--- config.mk ---
export PLATFORM = sky130hd
export DESIGN_NAME = tick_sched
export DESIGN_NICKNAME = d
export VERILOG_FILES = /design/src/rtl/tick_sched.sv
export SDC_FILE = /design/constraint.sdc
export NUM_CORES = 1
export LEC_CHECK = 0
export BUFFER_PORTS_ARGS = -buffer_cell sky130_fd_sc_hd__buf_4
export CAP_MARGIN = 20
export CORE_ASPECT_RATIO = 0.75
export CORE_UTILIZATION = 40
export CTS_CLUSTER_DIAMETER = 50
export CTS_CLUSTER_SIZE = 30
export DETAILED_ROUTE_END_ITERATION = 6
export SYNTH_ARGS = -nofsm -noshare
export SYNTH_HDL_FRONTEND = slang
export SYNTH_SLANG_ARGS = --single-unit
--- constraint.sdc ---
create_clock -name iClk -period 7.9 [get_ports iClk]
set_input_delay 1.185 -clock iClk [delete_from_list [all_inputs] [get_ports iClk]]
set_output_delay 1.185 -clock iClk [all_outputs]
set_load 0.05 [all_outputs]
--- src/rtl/tick_sched.sv ---
// tick_sched -- base-rate tick generator with four independently
// programmable tick channels.
//
// A prescaler divides iClk by PRE = CLOCKFREQ/BASEFREQ. The cycle where it
// sits at PRE-1 is the "base edge".
//
// Each channel divides the base rate by its period P. It emits a one-cycle
// tick (aligned with oBaseTick) and toggles a square wave on every
// terminal count.
//
// New configuration is written into a per-channel shadow register. The
// shadow is applied at a safe point, so that a running period is never cut
// short.
//
// Ports:
//   iClk        system clock (single domain)
//   iRst        synchronous active-high reset
//   iCfgValid   config write request
//   oCfgReady   shadow slot free for channel iCfgCh (combinational)
//   iCfgCh      target channel 0..3
//   iCfgPeriod  period in base ticks (0 behaves as disabled)
//   iCfgEn      channel enable
//   oBaseTick   one-cycle pulse, once per PRE cycles
//   oTick       per-channel one-cycle tick pulse
//   oSqw        per-channel square wave, toggled on each tick
//   oPending    per-channel shadow config not yet applied
module tick_sched #(
  parameter int CLOCKFREQ = 100_000_000,
  parameter int BASEFREQ  = 1000
) (
  input  logic        iClk,
  input  logic        iRst,
  input  logic        iCfgValid,
  output logic        oCfgReady,
  input  logic [1:0]  iCfgCh,
  input  logic [15:0] iCfgPeriod,
  input  logic        iCfgEn,
  output logic        oBaseTick,
  output logic [3:0]  oTick,
  output logic [3:0]  oSqw,
  output logic [3:0]  oPending
);

  localparam int PRE  = CLOCKFREQ / BASEFREQ;
  localparam int PREW = (PRE > 1) ? $clog2(PRE) : 1;
  localparam logic [PREW-1:0] PRELAST = PREW'(PRE - 1);

  logic [PREW-1:0] preCnt;
  logic            baseEdge;

  assign baseEdge = (preCnt == PRELAST);

  always_ff @(posedge iClk) begin
    if (iRst) begin
      preCnt    <= '0;
      oBaseTick <= 1'b0;
    end else begin
      oBaseTick <= baseEdge;
      preCnt    <= baseEdge ? '0 : preCnt + 1'b1;
    end
  end

  // Ready looks only at the registered pending bit. An accept therefore
  // can never coincide with the apply that clears it.
  assign oCfgReady = !oPending[iCfgCh];

  genvar gi;
  generate
    for (gi = 0; gi < 4; gi++) begin : gChan
      logic [15:0] periodReg;
      logic [15:0] cntReg;
      logic [15:0] shPeriodReg;
      logic        enReg;
      logic        shEnReg;
      logic        pendReg;
      logic        tickReg;
      logic        sqwReg;
      logic        effEn;
      logic        terminal;
      logic        accept;
      logic        newEff;

      assign effEn    = enReg && (periodReg != 16'd0);
      assign terminal = effEn && (cntReg == periodReg - 16'd1);
      assign accept   = iCfgValid && (iCfgCh == 2'(gi)) && !pendReg;
      assign newEff   = shEnReg && (shPeriodReg != 16'd0);

      always_ff @(posedge iClk) begin
        if (iRst) begin
          periodReg   <= '0;
          cntReg      <= '0;
          shPeriodReg <= '0;
          enReg       <= 1'b0;
          shEnReg     <= 1'b0;
          pendReg     <= 1'b0;
          tickReg     <= 1'b0;
          sqwReg      <= 1'b0;
        end else begin
          tickReg <= 1'b0;

          if (accept) begin
            shPeriodReg <= iCfgPeriod;
            shEnReg     <= iCfgEn;
            pendReg     <= 1'b1;
          end

          if (baseEdge) begin
            if (!effEn) begin
              cntReg <= '0;
              sqwReg <= 1'b0;
            end else if (terminal) begin
              cntReg  <= '0;
              tickReg <= 1'b1;
              sqwReg  <= ~sqwReg;
            end else begin
              cntReg <= cntReg + 16'd1;
            end

            // Apply the shadow only while idle or right at the end of a
            // period. This edge's tick (set above) is still emitted under
            // the old configuration.
            if (pendReg && (!effEn || terminal)) begin
              periodReg <= shPeriodReg;
              enReg     <= shEnReg;
              cntReg    <= '0;
              pendReg   <= 1'b0;
              if (!newEff) begin
                sqwReg <= 1'b0;
              end
            end
          end
        end
      end

      assign oTick[gi]    = tickReg;
      assign oSqw[gi]     = sqwReg;
      assign oPending[gi] = pendReg;
    end
  endgenerate

endmodule

; ---- Yosys cells after proc, flatten, opt, wreduce, memory -nomap -nowiden
; Cells that the tools add are included.
[totals]
ff_bits = 230
output_inout_bits = 14
in_bits = 22
elab_cells = 162
[op_classes]
add_sub_neg = 9
eq_ne = 8
mux = 46
reduce_logical = 55
order_cmp = 1
bitwise = 9
[op_table]
columns = op, n
row1 = two-way mux 16 bit, 12
row2 = nonzero test 16 bit, 8
row3 = "adder 16 x 1 -> 16 bit, second input constant", 4
row4 = == test 16 bit, 4
row5 = "subtractor 16 x 1 -> 16 bit, second input constant", 4
row6 = two-way mux 1 bit, 33
row7 = logical AND 1 bit, 24
row8 = "adder 17 x 1 -> 17 bit, second input constant", 1
row9 = "== test 17 bit, second input constant", 1
row10 = OR reduction 3 bit, 4
row11 = zero test 1 bit, 9
row12 = inverter 1 bit, 9
row13 = AND reduction 2 bit, 4
row14 = "== test 2 bit, second input constant", 2
row15 = logical OR 1 bit, 4
row16 = "less-than comparator 2 x 3 -> 1 bit, second input constant", 1
row17 = binary-select mux 1 bit (select 2 bit), 1
row18 = "== test 2 x 1 -> 1 bit, second input constant", 1
row19 = zero test 2 bit, 1
row20 = OR reduction 2 bit, 1

; ---- Depth between registers and ports, before layout
; Gate-level depths: netlist of the first run.
[logic_depth]
depth_word = 7
depth_mapped = 13
mapped_depth_nobuf = 10

; ---- Least setup slack after synthesis of the first run
; OpenSTA, ideal clock, no wires.
[synth_path]
path_type = input to output
startpoint = input iCfgCh[1]
endpoint = output oCfgReady
setup_slack_ps = 4655
t_required_ps = 6715
path_stages = 3
t_arrival_ps = 2060
n_path_buf = 1
path_cell_list = clkbuf_1 > mux4_2 > inv_1
[synth_between]
elab_chain_cells = 3
[synth_rtl]
columns = item, line_no
row1 = from (decl), 35  ; input logic [1:0] iCfgCh,
row2 = binary-select mux 1 bit (select 2 bit), 65  ; assign oCfgReady = !oPending[iCfgCh];
row3 = two-way mux 1 bit (implied by the code), 65
row4 = zero test 1 bit, 65
row5 = to (decl), 34  ; output logic oCfgReady,
; Every way passes these cells. The select of a mux whose other input is x is not followed.

; ---- Worst setup path after layout of the first run
[layout_path]
startpoint = register gChan[0].periodReg[0]
endpoint = register gChan[0].cntReg[9]
[layout_between]
elab_chain_cells = 6
word_cells_on_any_way = 11
cone_classes = add/sub: 1 / eq/ne: 1 / mux: 3 / reduce/logical: 6
[layout_rtl]
columns = item, line_no
row1 = from (decl), 70  ; logic [15:0] periodReg;
row2 = from (signal assigned), 123  ; periodReg <= shPeriodReg;
row3 = subtractor 16 x 1 -> 16 bit / nonzero test 16 bit (equally long branches), "84, 83"
row4 = == test 16 bit / logical AND 1 bit (equally long branches), "84, 83"
row5 = logical AND 1 bit / zero test 1 bit (equally long branches), "84, 122"
row6 = two-way mux 16 bit / logical OR 1 bit (equally long branches), "111, 122"
row7 = two-way mux 16 bit / logical AND 1 bit (equally long branches), "108, 122"
row8 = two-way mux 16 bit (*), 122  ; if (pendReg && (!effEn || terminal)) begin
row9 = to (signal assigned), 116  ; cntReg <= cntReg + 16'd1;
row10 = to (decl), 71  ; logic [15:0] cntReg;
; Every way passes the cells marked *; elsewhere a longest branch is shown, timed or not.
; A chain may end at the register's enable or synchronous reset.

==> results of run 1 <==
## placed cells by master, fill, tap and decap left out, drive strengths merged, types with 6 or more instances in the layout
cell type | synthesis | final
o211ai | 10 | 10
and2 | 7 | 7
inv | 26 | 36
xnor2 | 57 | 57
o31a | 6 | 6
and3 | 13 | 13
nor3 | 42 | 42
nand2b | 9 | 9
a22o | 16 | 16
xor2 | 78 | 78
nand3 | 50 | 50
a31oi | 10 | 10
ha | 13 | 13
buf | 32 | 46
a21oi | 81 | 81
or3 | 16 | 16
and4 | 6 | 6
mux2i | 59 | 59
clkbuf | 48 | 23
or4 | 14 | 14
nor2 | 164 | 164
nor4 | 41 | 41
o21a | 6 | 6
o21ai | 25 | 25
or2 | 6 | 6
nor4b | 6 | 6
dfxtp | 230 | 230
nand2 | 197 | 197
nor2b | 8 | 8
nand4 | 34 | 34
## power by group through the flow
stage	Combinational (mW)	Clock (mW)	Sequential [mW]
6_report	0.0933	1.06	1.19
5_1_grt	0.102	1.14	1.19
4_1_cts	0.0915	1.09	1.19
3_5_place_dp	0.0912	0	1.21
3_3_place_gp	0.0906	0	1.21
2_1_floorplan	0.0568	0	1.21
## cell type report
| type | instances | area, um^2 | area share [%] |
|---|---|---|---|
| Clock buffer | 23 | 553 | 4.36 |
| Clock inverter | 14 | 156 | 1.23 |
| Inverter | 27 | 101 | 0.799 |
| Multi-Input combinational cell | 1043 | 6430 | 50.7 |
| Sequential cell | 230 | 4600 | 36.3 |
| Tap cell | 385 | 482 | 3.80 |
| Timing Repair Buffer | 46 | 360 | 2.84 |
## state kept, by name (all words and copies together), names as in the netlist
register / flops
gChan.cntReg: 64
gChan.enReg: 4
gChan.pendReg: 4
gChan.periodReg: 64
gChan.shEnReg: 4
gChan.shPeriodReg: 64
gChan.sqwReg: 4
gChan.tickReg: 4
oBaseTick: 1
preCnt: 17
## final timing paths
| kind | startpoint | end | depth (start not counted) |
|---|---|---|---|
| worst max-delay path | gChan[0].periodReg[0] | gChan[0].cntReg[9] | 10 |
| worst min-delay path | preCnt[0] | preCnt[0] | 1 |
| worst max register to register | gChan[0].periodReg[0] | gChan[0].cntReg[9] | 10 |
| worst min register to register | preCnt[0] | preCnt[0] | 1 |
## logic make-up (layout without fill, tap and decap cells)
| kind of cell | after synthesis | after routing | share of synthesized area [%] |
|---|---|---|---|
| AOI/OAI and AO/OA | 200 | 200 | 11.6 |
| xor gates and xnor gates | 135 | 135 | 10.3 |
| adders and majority gates | 13 | 13 | 1.41 |
| buffers and inverters | 107 | 110 | 4.39 |
| DFF | 230 | 230 | 39.9 |
| muxes | 61 | 61 | 5.41 |
| and+or+nand+nor | 634 | 634 | 27.0 |
## per-layer routing
metal / up-vias / routed length (um) / global-route usage [%]
met5: - / 17 / 0
met4: 2 / 589 / 4.84
met3: 36 / 1880 / 3.78
met2: 240 / 11800 / 28.9
met1: 4430 / 14900 / 30.1
li1: 4816 / - / -
## worst register-to-register path: stages, from the launching register on
cell and delay (ns):
dfxtp_1 0.36, inv_1 0.10, ha_1 0.22, nor3b_2 0.44
nand4_1 0.19, xnor2_1 0.18, or3b_2 0.46, and4bb_1 0.29
o211ai_2 0.24, a21oi_1 0.81, nor3_1 0.12
==> impl_metrics.toml, run 1 <==
[synthesis]
yosys-top-cells-area = "dfxtp_1 40%, nand2_1 6.4%, xor2_1 5.9%, nor2_1 5.3%, mux2i_1 5.1%"
synth_area_leader_cell = "dfxtp_1"
synth_area_per_cell_um2 = 8.36
synth_seq_cells = 230
synth_area_um2 = 11500
yosysMostFrequentCell = "dfxtp_1"
ys_types = 79
synth-async-reset-ratio_pct = 0
synth_common_cells = "230 x dfxtp_1, 197 x nand2_1, 164 x nor2_1"
yosys_warnings = 0
synth-main-ff-cell = "dfxtp_1"
synth_edf_count = 0
netlist.area_leader.share_pct = 39.9
postSynthCellCount = 1380
syn-num-nets = 1415
seq_area_frac_synth_pct = 39.9

[placement]
place_area_um2 = 11900
place.gp.congestion = 0.900
place_inst = 1727
dpl.hpwl_um = 20800
pre_cts_ws_ns = 4.09
portBuffers = 35

[sta]
worstMarginPinSlew_ns = 1.03
fmax_ghz = 0.281
fin_ws_ns = 4.34
final_max_slew_viol_count = 0
setup-tns-final_ns = 0
min_period_ns = 3.56
hold_slack_ns = 0.466
max_slew_margin_pct = 31.3
finClkSkew_ns = 0.0162
period_share_pct = 45.1
report.final.setup_viol = 0
hold_violations = 0
rsz0062_at_grt = "false"

[clock_network]
clock-root-buffer = "clkbuf_16"
ctsLongestPathBuffers = 3
path_clk_slew_ns = 0.07
ctsHoldBuffers = 0
clk_latency_ns = 0.53
cts_tree = "done"
clock-sinks = 230
post_cts_buffers = 0
htree_levels = 1
cts_resized = 0
numCtsBuffers = 21

[final_layout]
fillers = 2867
drive_above_1_share_pct = 8.32
fin_area_um2 = 12700
fin_nets = 1404
final_cell_count_no_fill = 1768
fin_util_pct = 45.0
antenna_cells = 0
area_growth_pct = 10.0

[power]
p_comb_share_pct = 4.0
power.leakage_nw = 4.88
clkPwrFrac_pct = 45.3
power_frac_seq_pct = 50.8
power_mw = 2.34
p_int_mw = 1.76
switching_share_pct = 24.5
p_per_area_nw_per_um2 = 184
power.net_switching_mw = 0.573
ir_drop_mv = 0.127

[routing]
dr.pass1.iters = 5
drt_iter0_drc = 772
drc = 0
via_per_inst = 5.39
num_vias = 9524
routedWlPerCell_um = 16.5
ant_nets = 0
wl_um = 29200

[hold_path]
hp-class = "reg -> reg"

[floorplanning]
core_area_um2 = 28200
die-area_um2 = 29500
io_pins = 36
placementRows = 53
die_y_um = 149
initial_core_util_pct = 40.9
fp.dieW_um = 198

[setup_path]
critPathSlowestCell = "a21oi_1"
critical_path_required_ns = 8.26
max_stage_delay_ns = 0.81
worstPathCellList = "inv_1, ha_1, nor3b_2, nand4_1, xnor2_1, or3b_2, and4bb_1, o211ai_2, a21oi_1, nor3_1"
start_kind = "register"
path_buf_inv = 1
reg2reg_slack_ns = 4.34
path_delay_family = "simple AND/OR/NAND/NOR gates"
crit_arrival_ns = 3.92
crit_path_end_kind = "register"
path_max_fanout = 12
criticalPathCategory = "reg -> reg"

[global_route]
grt_antenna_before_repair = 1
grt_start_max_net_pins = 79
grt_pass1_wl_um = 46900
grt_pass1_vias = 8603
grt_use_total_pct = 20.0
gr-total-overflow = 0

[run]
cap_violations = 0

[status]
status = "finished clean"
Note: power is estimated with default switching activity, not from simulation.
==> run 2: changes to the inputs <==
==> constraint.sdc (replaced) <==
create_clock -name iClk -period 2.9 [get_ports iClk]
set_input_delay 0.435 -clock iClk [delete_from_list [all_inputs] [get_ports iClk]]
set_output_delay 0.435 -clock iClk [all_outputs]
set_load 0.05 [all_outputs]
==> run 2 against run 1 <==
Compared with the run above:
- global-route usage grew 1.1 points
- critical path depth unchanged
- wire length rose by 9.7%
- utilization grew 5.2 points
- die area did not move
- non-clock buffer count is 113 higher
- final area rose by 12%
- critical endpoint is now gChan[3].periodReg[11]
- largest cell class unchanged
- highest routed layer is now met4
==> impl_metrics.toml, run 2 (synthesis gave the netlist of run 1 again) <==
[routing]
dr.pass1.iters = 5
wl_um = 32000
routedWlPerCell_um = 17.0
drc = 0
via_per_inst = 5.43
num_vias = 10200
ant_nets = 0
drt_iter0_drc = 879

[power]
clkPwrFrac_pct = 50.3
power.leakage_nw = 5.65
power_frac_seq_pct = 45.8
ir_drop_mv = 0.467
power.net_switching_mw = 1.74
switching_share_pct = 24.7
p_per_area_nw_per_um2 = 498
p_comb_share_pct = 3.9
p_int_mw = 5.31

[final_layout]
final_cell_mix = "226 x dfxtp_1, 197 x nand2_1, 162 x nor2_1"
final_common_cell = "dfxtp_1"
antenna_cells = 0
fin_area_um2 = 14200
fin_nets = 1520
top_regs = "gChan.cntReg x64, gChan.periodReg x64, gChan.shPeriodReg x64"
area_growth_pct = 22.9
fin_util_pct = 50.3
drive_above_1_share_pct = 18.1

[setup_path]
max_stage_delay_ns = 0.54
reg2reg_slack_ns = 0.003
critical_path_required_ns = 3.32
path_max_fanout = 9
crit_arrival_ns = 3.32
critPathSlowestCell = "or4_4"
crit_path_end_kind = "register"
path_delay_family = "simple AND/OR/NAND/NOR gates"
criticalPathCategory = "reg -> reg"
start_kind = "register"
path_buf_inv = 2
worstPathCellList = "or4_4, buf_4, o21a_1, nor3_1, o31ai_1, a211o_1, o21ai_4, buf_12, mux2i_1, nor2_1"

[sta]
report.final.setup_viol = 0
final_max_slew_viol_count = 0
fmax_ghz = 0.345
max_slew_margin_pct = 21.0
worstMarginPinSlew_ns = 1.18
period_share_pct = 99.9
hold_violations = 0
setup-tns-final_ns = 0
hold_slack_ns = 0.174
finClkSkew_ns = 0.0173
min_period_ns = 2.90
rsz0062_at_grt = "true"

[hold_path]
hp-class = "in -> reg"

[clock_network]
clock-sinks = 230
numCtsBuffers = 23
cts_tree = "done"
ctsLongestPathBuffers = 3
path_clk_slew_ns = 0.08
htree_levels = 1
ctsHoldBuffers = 0
clock-root-buffer = "clkbuf_16"
clk_latency_ns = 0.56

[global_route]
grt_pass1_vias = 9211
grt_use_total_pct = 21.1
grt_start_max_net_pins = 107
groute.layer.met2.usage_pct = 30.6
grtUsageMet3_pct = 3.64
gr-total-overflow = 0
grt_pass1_wl_um = 49600
met1_usage_pct = 32.0
grt_antenna_before_repair = 0
grt_busiest_layer = "met1"

[placement]
portBuffers = 35
dpl.hpwl_um = 22600
place_area_um2 = 12800
place.gp.congestion = 0.901

[floorplanning]
die-area_um2 = 29500
die_y_um = 149
placementRows = 53
initial_core_util_pct = 40.9
core_area_um2 = 28200
fp.dieW_um = 198
io_pins = 36

[run]
cap_violations = 0

[status]
status = "finished clean"
## run 2: cell count changes in the layout (fill, tap and decap cells not counted), moves of 6 or more
| cell | before | now |
|---|---|---|
| buf_4 | 43 | 141 |
| or4_1 | 13 | 6 |
| or4_4 | 1 | 8 |
| buf_12 | 0 | 6 |
| buf_6 | 2 | 8 |
| inv_6 | 6 | 0 |
| nor3_1 | 41 | 35 |
| nor3_2 | 1 | 7 |
| nor4_1 | 34 | 28 |
## run 2: power by group through the flow
stage	logic [mW]	registers (mW)	clock network, mW
after floorplan	0.155	3.29	0
after global placement	0.265	3.31	0
after detailed placement	0.268	3.31	0
after CTS	0.269	3.23	3.61
after global routing	0.296	3.24	3.74
final	0.274	3.23	3.55
## run 2: worst min-delay path, cell delays in order
cell and delay [ns]:
buf_4 0.15, nand2_1 0.06, a21oi_1 0.05
## run 2: repair_timing
action / 4_1_cts / 5_1_grt
setup buffers: 0 / 12
gates resized for setup: 4 / 53
endpoints found under the setup margin: 66 / 114
pin swaps: 1 / 22
cloned: 0 / 7
## run 2: final timing paths
path                                                from                       end  depth (start not counted)
worst max-delay path               gChan[3].periodReg[0]    gChan[3].periodReg[11]                         10
worst min-delay path                              iCfgEn          gChan[0].shEnReg                          3
worst max register to register     gChan[3].periodReg[0]    gChan[3].periodReg[11]                         10
worst min register to register  gChan[0].shPeriodReg[10]  gChan[0].shPeriodReg[10]                          2
## run 2: area by class of cell
type,count,area [um^2]
well taps,385,482
repair buffers,159,1350
clock buffers,24,589
multi-input cells,1044,6710
inverters,27,104
flip-flops and latches,230,4610
fillers,2663,14000
clock inverters,17,324
## run 2: through the flow
stage | worst slack, ns | power [mW] | cells
floorplan | 0.0132 | 3.45 | 1380
global placement | -0.0341 | 3.57 | 1825
detailed placement | -0.0617 | 3.57 | 1826
CTS | 0.000801 | 7.11 | 1867
global route | -0.0861 | 7.27 | 1886
finish | 0.00326 | 7.06 | 1886
## run 2: routing by layer
metal,vias to the layer above,wire [um]
li1,5050,-
met2,252,13300
met1,4879,16300
met5,-,0
met4,0,661
met3,51,1690
